**src/rtl/mult_datapath.sv**
```systemverilog
// Register/arithmetic datapath for the signed add-shift multiplier: partial product A,
// multiplier B, extension bit X and a saturating shift counter, driven by FSM command strobes.
module mult_datapath #(
  parameter int WIDTH = 8
) (
  input  logic                       clk,
  input  logic                       reset,
  input  logic [WIDTH-1:0]           sw,
  input  logic                       clearA,
  input  logic                       clearB,
  input  logic                       loadA,
  input  logic                       loadB,
  input  logic                       shift,
  input  logic                       sub,
  output logic [WIDTH-1:0]           Aval,
  output logic [WIDTH-1:0]           Bval,
  output logic                       X,
  output logic                       bout,
  output logic [$clog2(WIDTH):0]     shift_cnt,
  output logic                       last
);

  localparam int CW = $clog2(WIDTH) + 1;
  localparam logic [CW-1:0] CNT_MAX  = CW'(WIDTH);
  localparam logic [CW-1:0] CNT_LAST = CW'(WIDTH - 1);

  logic [WIDTH-1:0] a_q;
  logic [WIDTH-1:0] b_q;
  logic             x_q;
  logic [CW-1:0]    cnt_q;

  logic [WIDTH:0]   ext_a;
  logic [WIDTH:0]   ext_sw;
  logic [WIDTH:0]   sum;
  logic             a_src_lsb;

  logic [WIDTH-1:0] a_d;
  logic [WIDTH-1:0] b_d;
  logic             x_d;
  logic [CW-1:0]    cnt_d;

  // Both operands sign-extended to WIDTH+1 bits so the add/sub can never overflow.
  assign ext_a  = {a_q[WIDTH-1], a_q};
  assign ext_sw = {sw[WIDTH-1], sw};
  assign sum    = sub ? (ext_a - ext_sw) : (ext_a + ext_sw);

  // A clear discards the add, so B then shifts in the pre-clear A[0].
  assign a_src_lsb = (loadA && !clearA) ? sum[0] : a_q[0];

  always_comb begin
    a_d = a_q;
    x_d = x_q;
    if (clearA) begin
      a_d = '0;
      x_d = 1'b0;
    end else if (loadA && shift) begin
      x_d = sum[WIDTH];
      a_d = {sum[WIDTH], sum[WIDTH-1:1]};
    end else if (loadA) begin
      {x_d, a_d} = sum;
    end else if (shift) begin
      a_d = {x_q, a_q[WIDTH-1:1]};
    end
  end

  always_comb begin
    b_d = b_q;
    if (clearB) begin
      b_d = '0;
    end else if (loadB) begin
      b_d = sw;
    end else if (shift) begin
      b_d = {a_src_lsb, b_q[WIDTH-1:1]};
    end
  end

  always_comb begin
    cnt_d = cnt_q;
    if (clearB || loadB) begin
      cnt_d = '0;
    end else if (shift && (cnt_q != CNT_MAX)) begin
      cnt_d = cnt_q + 1'b1;
    end
  end

  always_ff @(posedge clk or negedge reset) begin
    if (!reset) begin
      a_q   <= '0;
      b_q   <= '0;
      x_q   <= 1'b0;
      cnt_q <= '0;
    end else begin
      a_q   <= a_d;
      b_q   <= b_d;
      x_q   <= x_d;
      cnt_q <= cnt_d;
    end
  end

  assign Aval      = a_q;
  assign Bval      = b_q;
  assign X         = x_q;
  assign bout      = b_q[0];
  assign shift_cnt = cnt_q;
  assign last      = (cnt_q == CNT_LAST);

endmodule
```
**config.mk**
```make
export PLATFORM = sky130hd
export DESIGN_NAME = mult_datapath
export DESIGN_NICKNAME = d
export VERILOG_FILES = /design/src/rtl/mult_datapath.sv
export SDC_FILE = /design/constraint.sdc
export NUM_CORES = 1
export LEC_CHECK = 0
export CELL_PAD_IN_SITES_DETAIL_PLACEMENT = 1
export CELL_PAD_IN_SITES_GLOBAL_PLACEMENT = 2
export CORE_MARGIN = 2
export CORE_UTILIZATION = 30
export CTS_CLUSTER_DIAMETER = 40
export CTS_CLUSTER_SIZE = 30
export DETAILED_ROUTE_END_ITERATION = 16
export GPL_TIMING_DRIVEN = 0
export PLACE_DENSITY = 0.87
export SYNTH_ARGS = -nofsm -noshare
export SYNTH_HDL_FRONTEND = slang
export SYNTH_SLANG_ARGS = --single-unit
```
**constraint.sdc**
```tcl
create_clock -name clk -period 2.4 [get_ports clk]
set_input_delay 0.72 -clock clk [delete_from_list [all_inputs] [get_ports clk]]
set_output_delay 0.72 -clock clk [all_outputs]
set_load 0.01 [all_outputs]
```
==> impl_metrics.ini <==
[outcome]
status = complete, but fails checks
violations = setup timing

[synth]
syn_avg_cell_area_um2 = 9.33
syn_nets = 207
synthCells = 179
ys_types = 42
synth.most_common_cell = nor2_1
ys_seq_elements = 21
yosysSeqAreaShare_pct = 31.5
yosys-top-cells-area = dfrtp_1, ha_1, xnor2_1
yosysWarnings = 0
synth-main-ff-cell = dfrtp_1
yosys.area.top_type = dfrtp_1
synth-async-reset-ratio_pct = 100
synth_top_area_share_pct = 31.5
netlist_area_um2 = 1670
synthTopCellsByCount = nor2_1, dfrtp_1, a21oi_1
synth_edf_count = 0

[clock_network]
root_buffer = clkbuf_8
cts_hold_buf = 0
cts.sink_count = 21
cts_inserted_buffers = 3
clock_path_buffers = 2
clk_pin_slew_ns = 0.09
clock_latency_ns = 0.27
cts_tree = built
cts-htree-levels = 1

[setup_path]
r2r_start = Aval[0]
cp.required_ns = 2.57
crit_fanout = 4
crit_start = sw[3]
worstSetupPathType = in -> reg
cp-end-kind = register
startpoint_type = input port
crit_arrival_ns = 3.00

[worst_hold_path]
hold_path_startpoint = shift_cnt[2]
min_path_type = reg -> reg

[grt]
grt_max_degree = 22
grt_pass1_vias = 1664
track_usage_pct = 17.1
grt_pass1_wl_um = 8340
grt_overflow_total = 0
antenna_found_initial = 0

[final_layout]
nFillCells = 627
layout.nets = 262
area_growth_pct = 49.9
post-route-cell-area_um2 = 2500
drive_gt1_share_pct = 29.2
diodes = 0

[timing]
skew_ns = 0.00506
tightest_slew_ns = 1.03
finalMaxSlewViolations = 0
setup_slack_ns = -0.431
rsz0062_at_grt = yes
max-slew-margin-rel_pct = 30.9
timing.fmax_mhz = 353
hold_violations = 0
setup_tns_ns = -2.19
finalSetupViolations = 7
layout_min_cycle_time_ns = 2.83
min_period_over_period_pct = 118
worst_hold_slack_ns = 0.633

[place]
dpl-instance-area_um2 = 2170
place.port_buffers = 35
hpwlAfterDp_um = 3620
place.gp.congestion = 0.809

[routing]
wire_per_inst_um = 16.8
drt_iter0_markers = 49
vias = 1552
drcViolationCount = 0
drt-vias-per-instance = 5.09
antenna_left = 0
wl_um = 5110
dr.pass1.iters = 6

[power_and_ir_drop]
power_leakage_nw = 1.07
cellPowerDensity_nw_per_um2 = 656
ir_drop_mv = 0.277

[floorplan]
fp.dieH_um = 78.6
fp.dieW_um = 78.6
rows = 27
initial_utilization_pct = 30.7
pin_count = 39
dieArea_um2 = 6180
core_um2 = 5440

[flow_run]
cap_violations = 0
## cells in the final DEF, fill, tap and decap left out, types with 2 or more instances in the layout
| master | n |
|---|---|
| clkdlybuf4s50_1 | 28 |
| dfrtp_1 | 21 |
| nor2_1 | 21 |
| a21oi_1 | 14 |
| buf_4 | 14 |
| xnor2_1 | 10 |
| mux2i_1 | 9 |
| a211oi_1 | 8 |
| ha_1 | 8 |
| inv_1 | 6 |
| buf_6 | 6 |
| nor3_1 | 6 |
| nor2b_1 | 6 |
| nand2_1 | 5 |
| mux4_2 | 5 |
| xnor2_2 | 4 |
| clkbuf_8 | 4 |
| inv_2 | 3 |
| clkbuf_1 | 3 |
| o21ai_0 | 3 |
| a21o_1 | 2 |
| a21oi_2 | 2 |
| nor2b_4 | 2 |
| o21a_1 | 2 |
| o21ai_1 | 2 |
| xor2_1 | 2 |
| ha_4 | 2 |
| dlymetal6s2s_1 | 2 |
| buf_12 | 2 |
## through the flow
stage	total power [mW]	setup slack (ns)	util (%)	instances
3_5_place_dp	1.14	-1.38	40.0	286
5_1_grt	1.75	-0.528	46.0	305
6_report	1.64	-0.431	46.0	305
2_1_floorplan	0.912	-0.457	-	179
3_3_place_gp	1.12	-1.34	40.0	286
4_1_cts	1.56	-0.483	44.7	302
## sequential cells by signal, summed over array words and instances, names as in the netlist
name and count:
Bval 8, Aval 8, X 1, shift_cnt 4
## kinds of logic (layout without fill, tap and decap cells)
| family | Yosys count | count (layout) | synth area share [%] |
|---|---|---|---|
| compound gates | 40 | 40 | 15.1 |
| xor+xnor | 16 | 16 | 8.39 |
| fa+ha+maj | 12 | 12 | 9.44 |
| buf+inv | 20 | 74 | 6.29 |
| flops | 21 | 21 | 31.5 |
| mux | 15 | 15 | 12.8 |
| simple gates | 55 | 55 | 16.6 |
## worst max-delay path, cell delays in order
cell and delay, ns:
buf_8 0.10, or3_4 0.39, nor3_4 0.16, nor2_2 0.06, xnor2_1 0.13, ha_1 0.36, nand3_2 0.10, o21bai_4 0.19
nand2_2 0.08, xnor2_2 0.08, mux4_2 0.47, nor2b_4 0.14
## power by group
part / switching (mW) / total, mW / internal, mW
clock network: 0.134 / 0.250 / 0.116
logic: 0.425 / 0.944 / 0.519
registers: 0.0505 / 0.447 / 0.396
total: 0.610 / 1.64 / 1.03
## final timing paths
kind | endpoint | slack (ns) | depth (start not counted)
setup / recovery | Aval[5] | -0.43 | 12
hold reg to reg | shift_cnt[2] | 0.63 | 2
setup reg to reg | Aval[4] | 0.14 | 9
max in group asynchronous | Aval[0] | 0.77 | 1
min in group asynchronous | Bval[6] | 1.01 | 1
hold / removal | shift_cnt[2] | 0.63 | 2
## layer usage
| layer | up-vias | track usage, % | part of all wire [%] |
|---|---|---|---|
| met1 | 767 | 21.3 | 43 |
| met3 | 10 | 1.49 | 2.4 |
| met5 | - | 0 | 0 |
| met4 | 0 | 5.79 | 2.1 |
| met2 | 37 | 30.9 | 52 |
| li1 | 738 | - | - |
## what timing repair did
item | 4_1_cts | 5_1_grt
gates resized for setup | 55 | 13
setup buffers | 12 | 3
endpoints found under the hold margin | 0 | 0
setup endpoints to repair | 9 | 11
pin swaps | 17 | 7
## layout make-up
class	instances	area (um^2)	share of cell area, %
timing repair buffer	50	503	20.1
buffer	9	65.1	2.60
tap	72	90.1	3.60
sequential	21	526	21.0
clock buffer	3	41.3	1.65
multi-input combinational	138	1210	48.5
clock inverter	1	5.00	0.200
inverter	11	58.8	2.35
No activity file was read; power rests on OpenSTA's default activity.
